File: src/rtl/ov_sccb_seq_if.sv
// ROM fetch port and SCCB master request/acknowledge bus for ov_sccb_seq.
// sccb_rd (read select) exists only when OV_SCCB_SEQ_VERIFY_EN is defined.
interface ov_sccb_seq_if #(
   parameter int ADDR_W = 6
);
   logic [ADDR_W-1:0] rom_addr;
   logic [15:0]       rom_data;
   logic [7:0]        sccb_subaddr;
   logic [7:0]        sccb_w_data;
   logic              sccb_tr_start;
   logic              sccb_tr_end;
   logic [7:0]        sccb_r_data;
`ifdef OV_SCCB_SEQ_VERIFY_EN
   logic              sccb_rd;

   modport master (
      output rom_addr, sccb_subaddr, sccb_w_data, sccb_tr_start, sccb_rd,
      input  rom_data, sccb_tr_end, sccb_r_data
   );
   modport slave (
      input  rom_addr, sccb_subaddr, sccb_w_data, sccb_tr_start, sccb_rd,
      output rom_data, sccb_tr_end, sccb_r_data
   );
`else
   modport master (
      output rom_addr, sccb_subaddr, sccb_w_data, sccb_tr_start,
      input  rom_data, sccb_tr_end, sccb_r_data
   );
   modport slave (
      input  rom_addr, sccb_subaddr, sccb_w_data, sccb_tr_start,
      output rom_data, sccb_tr_end, sccb_r_data
   );
`endif
endinterface

File: src/rtl/ov_sccb_seq.sv
// ov_sccb_seq: walks a registered-ROM table of SCCB writes / delays / end marker; OV_SCCB_SEQ_VERIFY_EN adds readback compare.
// Write entry reaches tr_start 3 cycles after FETCH; every transfer waits on the full 4-phase tr_start/tr_end handshake.
module ov_sccb_seq #(
   parameter int         NUM_CMDS     = 64,
   parameter int         ADDR_W       = 6,
   parameter int         DELAY_CYCLES = 65536,
   parameter logic [7:0] DELAY_TAG    = 8'hF0,
   parameter logic [7:0] END_TAG      = 8'hFF,
   parameter bit         AUTO_START   = 1'b1
) (
   input  logic             clk,
   input  logic             reset,
   input  logic             start,
   ov_sccb_seq_if.master    bus,
   output logic             busy,
   output logic             done,
   output logic             error
);
   localparam int                CNT_W    = (DELAY_CYCLES > 1) ? $clog2(DELAY_CYCLES) : 1;
   localparam logic [CNT_W-1:0]  DLY_LOAD = CNT_W'(DELAY_CYCLES - 1);
   localparam logic [ADDR_W-1:0] LAST_IDX = ADDR_W'(NUM_CMDS - 1);

   typedef enum logic [3:0] {
      S_IDLE,
      S_FETCH,
      S_DECODE,
      S_ISSUE,
      S_WAIT_ACK,
      S_WAIT_REL,
      S_DELAY,
`ifdef OV_SCCB_SEQ_VERIFY_EN
      S_VERIFY_ACK,
      S_VERIFY_REL,
`endif
      S_DONE
   } state_t;

   state_t            state_q, state_d;
   logic [ADDR_W-1:0] idx_q, idx_d;
   logic [CNT_W-1:0]  cnt_q, cnt_d;
   logic [7:0]        sub_q, sub_d;
   logic [7:0]        wdat_q, wdat_d;
   logic              tr_q, tr_d;
   logic              busy_q, busy_d;
   logic              done_q, done_d;
   logic              first_q, first_d;
   logic              adv;
   logic              go;
   logic [7:0]        rom_sub;
`ifdef OV_SCCB_SEQ_VERIFY_EN
   localparam logic [7:0] COM7 = 8'h12;
   logic              rd_q, rd_d;
   logic              err_q, err_d;
`else
   logic              unused_rdata;
   assign unused_rdata = ^bus.sccb_r_data;
`endif

   // first_q is set only by reset, so auto-start fires exactly once per reset release
   assign go      = start || (AUTO_START && first_q);
   assign rom_sub = bus.rom_data[15:8];

   always_comb begin
      state_d = state_q;
      idx_d   = idx_q;
      cnt_d   = cnt_q;
      sub_d   = sub_q;
      wdat_d  = wdat_q;
      tr_d    = tr_q;
      busy_d  = busy_q;
      done_d  = done_q;
      first_d = 1'b0;
      adv     = 1'b0;
`ifdef OV_SCCB_SEQ_VERIFY_EN
      rd_d    = rd_q;
      err_d   = err_q;
`endif
      case (state_q)
         S_IDLE, S_DONE: begin
            if (go) begin
               state_d = S_FETCH;
               idx_d   = '0;
               busy_d  = 1'b1;
               done_d  = 1'b0;
`ifdef OV_SCCB_SEQ_VERIFY_EN
               err_d   = 1'b0;
`endif
            end
         end
         S_FETCH: state_d = S_DECODE;
         S_DECODE: begin
            if (rom_sub == END_TAG) begin
               state_d = S_DONE;
               busy_d  = 1'b0;
               done_d  = 1'b1;
            end else if (rom_sub == DELAY_TAG) begin
               state_d = S_DELAY;
               cnt_d   = DLY_LOAD;
            end else begin
               state_d = S_ISSUE;
               sub_d   = rom_sub;
               wdat_d  = bus.rom_data[7:0];
            end
         end
         S_ISSUE: begin
            tr_d    = 1'b1;
            state_d = S_WAIT_ACK;
         end
         S_WAIT_ACK: begin
            if (bus.sccb_tr_end) begin
               tr_d    = 1'b0;
               state_d = S_WAIT_REL;
            end
         end
         S_WAIT_REL: begin
            if (!bus.sccb_tr_end) begin
`ifdef OV_SCCB_SEQ_VERIFY_EN
               tr_d    = 1'b1;
               rd_d    = 1'b1;
               state_d = S_VERIFY_ACK;
`else
               adv     = 1'b1;
`endif
            end
         end
`ifdef OV_SCCB_SEQ_VERIFY_EN
         S_VERIFY_ACK: begin
            if (bus.sccb_tr_end) begin
               tr_d    = 1'b0;
               state_d = S_VERIFY_REL;
               // COM7 bit 7 is a self-clearing soft reset, so its readback never matches
               if (sub_q != COM7 && bus.sccb_r_data != wdat_q) err_d = 1'b1;
            end
         end
         S_VERIFY_REL: begin
            if (!bus.sccb_tr_end) begin
               rd_d = 1'b0;
               adv  = 1'b1;
            end
         end
`endif
         S_DELAY: begin
            if (cnt_q == '0) adv = 1'b1;
            else             cnt_d = cnt_q - 1'b1;
         end
         default: state_d = S_IDLE;
      endcase

      if (adv) begin
         if (idx_q == LAST_IDX) begin
            state_d = S_DONE;
            busy_d  = 1'b0;
            done_d  = 1'b1;
         end else begin
            idx_d   = idx_q + 1'b1;
            state_d = S_FETCH;
         end
      end
   end

   always_ff @(posedge clk or negedge reset) begin
      if (!reset) begin
         state_q <= S_IDLE;
         idx_q   <= '0;
         cnt_q   <= '0;
         sub_q   <= '0;
         wdat_q  <= '0;
         tr_q    <= 1'b0;
         busy_q  <= 1'b0;
         done_q  <= 1'b0;
         first_q <= 1'b1;
`ifdef OV_SCCB_SEQ_VERIFY_EN
         rd_q    <= 1'b0;
         err_q   <= 1'b0;
`endif
      end else begin
         state_q <= state_d;
         idx_q   <= idx_d;
         cnt_q   <= cnt_d;
         sub_q   <= sub_d;
         wdat_q  <= wdat_d;
         tr_q    <= tr_d;
         busy_q  <= busy_d;
         done_q  <= done_d;
         first_q <= first_d;
`ifdef OV_SCCB_SEQ_VERIFY_EN
         rd_q    <= rd_d;
         err_q   <= err_d;
`endif
      end
   end

   assign bus.rom_addr      = idx_q;
   assign bus.sccb_subaddr  = sub_q;
   assign bus.sccb_w_data   = wdat_q;
   assign bus.sccb_tr_start = tr_q;
   assign busy              = busy_q;
   assign done              = done_q;
`ifdef OV_SCCB_SEQ_VERIFY_EN
   assign bus.sccb_rd       = rd_q;
   assign error             = err_q;
`else
   assign error             = 1'b0;
`endif
endmodule
File: src/flat_wrapper.sv
// flat-port wrapper written by rule: the top's interface ports become plain ports
module ov_sccb_seq_flat 
#(
   parameter int         NUM_CMDS     = 64,
   parameter int         ADDR_W       = 6,
   parameter int         DELAY_CYCLES = 65536,
   parameter logic [7:0] DELAY_TAG    = 8'hF0,
   parameter logic [7:0] END_TAG      = 8'hFF,
   parameter bit         AUTO_START   = 1'b1
)
  (clk, reset, start, busy, done, error, bus_rom_addr, bus_sccb_subaddr, bus_sccb_w_data, bus_sccb_tr_start, bus_rom_data, bus_sccb_tr_end, bus_sccb_r_data);
  ov_sccb_seq_if #(.ADDR_W(ADDR_W)) bus_i ();
  input  logic clk;
  input  logic reset;
  input  logic start;
  output logic busy;
  output logic done;
  output logic error;
  output wire logic [$bits(bus_i.rom_addr)-1:0] bus_rom_addr;
  output wire logic [$bits(bus_i.sccb_subaddr)-1:0] bus_sccb_subaddr;
  output wire logic [$bits(bus_i.sccb_w_data)-1:0] bus_sccb_w_data;
  output wire logic [$bits(bus_i.sccb_tr_start)-1:0] bus_sccb_tr_start;
  input wire logic [$bits(bus_i.rom_data)-1:0] bus_rom_data;
  input wire logic [$bits(bus_i.sccb_tr_end)-1:0] bus_sccb_tr_end;
  input wire logic [$bits(bus_i.sccb_r_data)-1:0] bus_sccb_r_data;
  assign bus_rom_addr = bus_i.rom_addr;
  assign bus_sccb_subaddr = bus_i.sccb_subaddr;
  assign bus_sccb_w_data = bus_i.sccb_w_data;
  assign bus_sccb_tr_start = bus_i.sccb_tr_start;
  assign bus_i.rom_data = bus_rom_data;
  assign bus_i.sccb_tr_end = bus_sccb_tr_end;
  assign bus_i.sccb_r_data = bus_sccb_r_data;
  ov_sccb_seq #(.NUM_CMDS(NUM_CMDS), .ADDR_W(ADDR_W), .DELAY_CYCLES(DELAY_CYCLES), .DELAY_TAG(DELAY_TAG), .END_TAG(END_TAG), .AUTO_START(AUTO_START)) u_core (.clk(clk), .reset(reset), .start(start), .bus(bus_i), .busy(busy), .done(done), .error(error));
endmodule
File: config.mk
export PLATFORM = sky130hd
export DESIGN_NAME = ov_sccb_seq_flat
export DESIGN_NICKNAME = d
export VERILOG_FILES = /design/src/rtl/ov_sccb_seq_if.sv /design/src/rtl/ov_sccb_seq.sv /design/src/flat_wrapper.sv
export SDC_FILE = /design/constraint.sdc
export NUM_CORES = 1
export LEC_CHECK = 0
export BUFFER_PORTS_ARGS = -buffer_cell sky130_fd_sc_hd__buf_4
export CAP_MARGIN = 5
export CORE_UTILIZATION = 59
export CTS_BUF_LIST = sky130_fd_sc_hd__clkbuf_4
export DETAILED_ROUTE_END_ITERATION = 8
export HOLD_SLACK_MARGIN = 0.02
export PLACE_DENSITY = 0.87
export SYNTH_ARGS = -nofsm -noshare
export SYNTH_HDL_FRONTEND = slang
export SYNTH_SLANG_ARGS = --single-unit
export TNS_END_PERCENT = 30
File: constraint.sdc
create_clock -name clk -period 6.59 [get_ports clk]
set_input_delay 1.977 -clock clk [delete_from_list [all_inputs] [get_ports clk]]
set_output_delay 1.977 -clock clk [all_outputs]
set_load 0.01 [all_outputs]
# Word level (Yosys, flattened, before mapping)
# Index checks and enable logic that the tools add are counted.
[classes] eq_ne=17 n_bitwise=2 addsub=2 muxes=30 reduce_logical=11
[ops] cell="16-bit two-way mux" count=3
[ops] cell="16-bit one-hot mux with 2 select lines" count=1
[ops] cell="6-bit two-way mux" count=4
[ops] cell="4-bit one-hot mux with 6 select lines" count=1
[ops] cell="4-bit by 3-bit equality test with 1-bit output (second input constant)" count=4
[ops] cell="8-bit equality test (second input constant)" count=2
[ops] cell="16-bit logical NOT" count=1
[ops] cell="4-bit two-way mux" count=4
[ops] cell="16-bit by 1-bit subtractor with 16-bit output (second input constant)" count=1
[ops] cell="1-bit two-way mux" count=11
[ops] cell="4-bit by 2-bit equality test with 1-bit output (second input constant)" count=2
[ops] cell="1-bit one-hot mux with 2 select lines" count=4
[ops] cell="6-bit by 1-bit adder with 6-bit output (second input constant)" count=1
[ops] cell="6-bit equality test (second input constant)" count=1
[ops] cell="3-bit two-way mux" count=2
[ops] cell="2-bit != test (second input constant)" count=3
[ops] cell="3-bit AND reduction" count=2
[ops] cell="4-bit by 1-bit equality test with 1-bit output (second input constant)" count=1
[ops] cell="4-bit logical NOT" count=1
[ops] cell="2-bit by 1-bit != test with 1-bit output (second input constant)" count=2
[ops] cell="4-bit AND reduction" count=1
[ops] cell="2-bit nonzero test" count=2
[ops] cell="2-bit OR reduction" count=2
[ops] cell="3-bit by 1-bit != test with 1-bit output (second input constant)" count=1
[ops] cell="4 further kinds" count=5
[word_totals] reg_bits=46

# Logic depth before layout (Yosys ltp)
[logic_depth] depth_word=5 ltp_mapped=8

# Least setup slack after synthesis
# No wires, ideal clock.
[synth_timing] kind="in2reg" from="input bus_rom_data[8]" to="register u_core.cnt_q[13]" arrival_time_ns=3.461 cell_stages=5 slack_ns=3.057 path_cell_list="nor4_1 > a21oi_1 > a211o_1 > or4_1 > nand3_1"
[synth_between] elab_chain_len=3
[synth_rtl] item="start: declaration" line_no="flat_wrapper.sv:23" rtl="input wire logic [$bits(bus_i.rom_data)-1:0] bus_rom_data;"
[synth_rtl] item="8-bit equality test (on tied branches)" line_no="ov_sccb_seq.sv:92, ov_sccb_seq.sv:96"
[synth_rtl] item="2-bit != test (no source line) / 2-bit by 1-bit != test with 1-bit output (equally long branches)"
[synth_rtl] item="4-bit AND reduction (no source line) (*)"
[synth_rtl] item="end signal: assignment" line_no="ov_sccb_seq.sv:179" rtl="cnt_q <= cnt_d;"
[synth_rtl] item="end: declaration" line_no="ov_sccb_seq.sv:40" rtl="logic [CNT_W-1:0] cnt_q, cnt_d;"
# Mark *: on every way between the ends. The rest lies on a longest branch, timed or not.
# A chain may end at the register's enable or synchronous reset.

# Final worst setup path
[layout_timing] from="input bus_rom_data[8]" to="register u_core.cnt_q[15]"
# Same word-level chain as after synthesis.

==> impl_metrics.ini <==
[critical_path]
r2r_cells = 5
path_class = in2reg
crit-reg2reg-capture = u_core.bus.rom_addr[5]
timing.rr.start = u_core.cnt_q[4]
crit_buf_inv = 1
critical_path.startpoint_type = input pin
critPathRequiredTime_ps = 6880
critical_path_arrival_ps = 3830
cpMaxStageDelayCell = sky130_fd_sc_hd__or4_1
crit_fanout = 9
critical-path-max-stage-delay_ps = 530
cp_cell_sequence = buf_4, nor4_1, a21oi_1, a211o_1, or4_1, nand3_1
worst_setup_path_end_kind = register
worst_path_dominant_cell_family = simple AND/OR/NAND/NOR gates
regToRegSetupSlack_ps = 4190

[sta]
max_freq_mhz = 282.0
fin_tns_setup_ps = 0
worst_slew_margin_rel = 0.2015
hold_fails_final_rpt = 0
report.final.setup_viol = 0
unrepaired_setup_endpoints_after_global_routing = false
timing_worst_slew_pin_value_ps = 1191
finalCriticalPeriod_ps = 3546
share_of_the_cycle_needed_by_the_critical_path_after_routing = 0.5381
maxSlewViolCount = 0
fin_clk_skew_ps = 8.426

[floorplanning]
num_rows = 22
core_region_area_um2 = 3661
fp.dieH_um = 63.92
die_w_um = 63.92
initial_utilization = 0.6179
num_io_pins = 54
dieArea_um2 = 4086

[synth]
synth_ff_type = sky130_fd_sc_hd__dfrtp_1
yosys.area.top_type = sky130_fd_sc_hd__dfrtp_1
synth_top_cells_by_area = sky130_fd_sc_hd__dfrtp_1, sky130_fd_sc_hd__mux2_2, sky130_fd_sc_hd__o21ai_0
postSynthAreaPerCell_um2 = 10.01
synth_cell_type_count = 49
postSynthRegisterBits = 45
synth_top_cell_area_share = 0.4867
syn-instance-count = 226
asyncSetResetFlopFracSynth = 1.000
synth.most_common_cell = sky130_fd_sc_hd__dfrtp_1
synth_sequential_area_ratio = 0.4983
synth_cell_area_um2 = 2262
ys_top_cells_by_count = sky130_fd_sc_hd__dfrtp_1, sky130_fd_sc_hd__o21ai_0, sky130_fd_sc_hd__nand2_1
synth_edf_count = 0
ys.warnings.count = 0

[layout]
antenna-diode-count = 0
layout-drive-gt1-share = 0.2657
final_nets = 301
fill_cells = 276
layout.cell_area.non_filler_um2 = 2688
layout-area-overhead-vs-synth_pct = 18.81
multiInputGateArea_um2 = 1072
register_area_um2 = 1127

[route]
wl_per_cell_um = 14.49
1st_iter_drt_viols = 135
detail_route.drc_violations = 0
detail_routed_via_count_per_cell = 5.972
drt_wl_total_mm = 4.621
routed-via-count = 1905
drt_first_pass_iters = 4
antenna_violating_nets_post_route = 0

[global_routing]
use_met3 = 0.08929
grt_overflow_total = 0
grt_antenna_before_repair = 0
maximum_number_of_pins_on_one_net_before_global_route_repair = 46
met2_usage = 0.3923
global_route_wire_length_before_repair_mm = 8.038
gr-usage-all-layers = 0.2550
busiest_layer = met2
grt_use_met1 = 0.3400
grt_pass1_vias = 1742

[clocking]
cts_setup_buffers = 0
cts.htree.levels = 2
cts_sinks = 45
tritoncts.num_buffers = 5
clockRootBuffer = sky130_fd_sc_hd__clkbuf_4
clockBufferDepth = 2
resized_gates_after_cts = 0
cts_tree = yes
cts_hold_repair.buffers = 0
clock_latency_ps = 360
clock_transition_at_path_regs_ps = 130

[place]
gp_congestion = 0.8563
portbufs = 44
placement.cell_area_um2 = 2628
detailed_place_hpwl_mm = 3.374

[run_status]
result_of_the_run = completed

[worst_hold_path]
hold_class = reg2reg
worstHoldEndpoint = u_core.cnt_q[10]
launch_instance_of_the_worst_min_delay_path = u_core.cnt_q[10]
worst_hold_path.num_cells = 1

[power]
sw_frac = 0.3663
pwr-share-clk = 0.142
power_report.internal_total_w = 0.0006156
comb_power_share = 0.380
p_sw_w = 0.0003559
pwr-share-seq = 0.478
peakVddDrop_mv = 0.2544
power-per-cell-area_nw_per_um2 = 361.5
cellLeakagePower_nw = 1.130

[flow_run]
cap_violations = 0
==> registers in the layout, indices dropped and copies added (netlist names) <==
signal	count
u_core.bus.sccb_tr_start	1
u_core.bus.sccb_w_data	8
u_core.done	1
u_core.bus.sccb_subaddr	8
u_core.cnt_q	16
u_core.first_q	1
u_core.busy	1
u_core.bus.rom_addr	6
u_core.state_q	3
==> area by class of cell <==
cell class | count | share of cell area
repair buffers | 45 | 0.1257
multi-input cells | 165 | 0.3990
clock buffers | 8 | 0.02235
well taps | 48 | 0.02235
flip-flops and latches | 45 | 0.4195
inverters | 8 | 0.01117
==> power groups by stage <==
stage | clock, W | sequential, W | combinational [W]
finish | 0.000138 | 0.000464 | 0.000369
global route | 0.000153 | 0.000479 | 0.000407
CTS | 0.000142 | 0.000462 | 0.000373
detailed placement | 0 | 0.000467 | 0.000372
global placement | 0 | 0.000461 | 0.000359
floorplan | 0 | 0.000457 | 0.000227
==> worst max-delay path by stage <==
stage                                from               end  slack (ps)  cells past startpoint
final                     bus_rom_data[8]  u_core.cnt_q[15]        3040                      6
after detailed placement  bus_rom_data[8]  u_core.cnt_q[13]        2700                      6
after global placement    bus_rom_data[8]  u_core.cnt_q[13]        2710                      6
after CTS                 bus_rom_data[8]  u_core.cnt_q[13]        3060                      6
after floorplan           bus_rom_data[8]  u_core.cnt_q[13]        3060                      5
after global routing      bus_rom_data[8]  u_core.cnt_q[13]        2950                      6
==> per-layer routing <==
layer,vias to the layer above,part of all wire
met2,52,0.47
met3,7,0.066
li1,932,-
met1,914,0.45
met5,-,0
met4,0,0.012
==> layout by cell type, fill, tap and decap left out, types with 2 or more instances in the layout <==
cell                       instances
sky130_fd_sc_hd__or3_1             4
sky130_fd_sc_hd__nand2_1          16
sky130_fd_sc_hd__nand4_1           3
sky130_fd_sc_hd__o22ai_1           2
sky130_fd_sc_hd__and3_1            5
sky130_fd_sc_hd__nor4b_1           2
sky130_fd_sc_hd__nor3_1            6
sky130_fd_sc_hd__a21oi_1          12
sky130_fd_sc_hd__a31oi_1           6
sky130_fd_sc_hd__o21ai_0          21
sky130_fd_sc_hd__o22a_1            2
sky130_fd_sc_hd__dfrtp_1          44
sky130_fd_sc_hd__mux2i_1           3
sky130_fd_sc_hd__o211ai_1          2
sky130_fd_sc_hd__nor2_1           13
sky130_fd_sc_hd__mux2_2           14
sky130_fd_sc_hd__buf_4            45
sky130_fd_sc_hd__o31ai_1           5
sky130_fd_sc_hd__o31a_1            3
sky130_fd_sc_hd__inv_1             8
sky130_fd_sc_hd__conb_1            2
sky130_fd_sc_hd__nor4_1            4
sky130_fd_sc_hd__nand3_1           8
sky130_fd_sc_hd__a21boi_0          2
sky130_fd_sc_hd__or4_1             6
sky130_fd_sc_hd__ha_1              3
sky130_fd_sc_hd__clkbuf_4          8
==> metrics by stage <==
| step | std cells | worst slack (ps) | total power (W) | utilization | hold slack, ps |
|---|---|---|---|---|---|
| 2_1_floorplan | 227 | 3057 | 0.0006841 | - | 457.9 |
| 3_3_place_gp | 311 | 2710 | 0.0008198 | 0.7177 | 466.2 |
| 3_5_place_dp | 311 | 2697 | 0.0008382 | 0.7177 | 489.2 |
| 4_1_cts | 319 | 3064 | 0.0009759 | 0.7341 | 504.9 |
| 5_1_grt | 319 | 2951 | 0.001039 | 0.7341 | 527.9 |
| 6_report | 319 | 3044 | 0.0009715 | 0.7341 | 506.5 |
==> cells by family after synthesis <==
group	Yosys count	share of synthesized area
other	1	0.001658
adders and majority gates	3	0.01659
muxes	17	0.08296
and+or+nand+nor	79	0.1919
buffers and inverters	17	0.03153
xor gates and xnor gates	1	0.003872
AOI/OAI and AO/OA	63	0.1731
DFF	45	0.4983
==> worst register-to-register path, stage by stage, from the launching register on <==
cell and delay, ps:
sky130_fd_sc_hd__dfrtp_1 490, sky130_fd_sc_hd__or4_4 600, sky130_fd_sc_hd__and4bb_2 370, sky130_fd_sc_hd__a21oi_1 250, sky130_fd_sc_hd__nor4_1 420, sky130_fd_sc_hd__mux2i_1 210
Power figures use the tool's default switching activity.
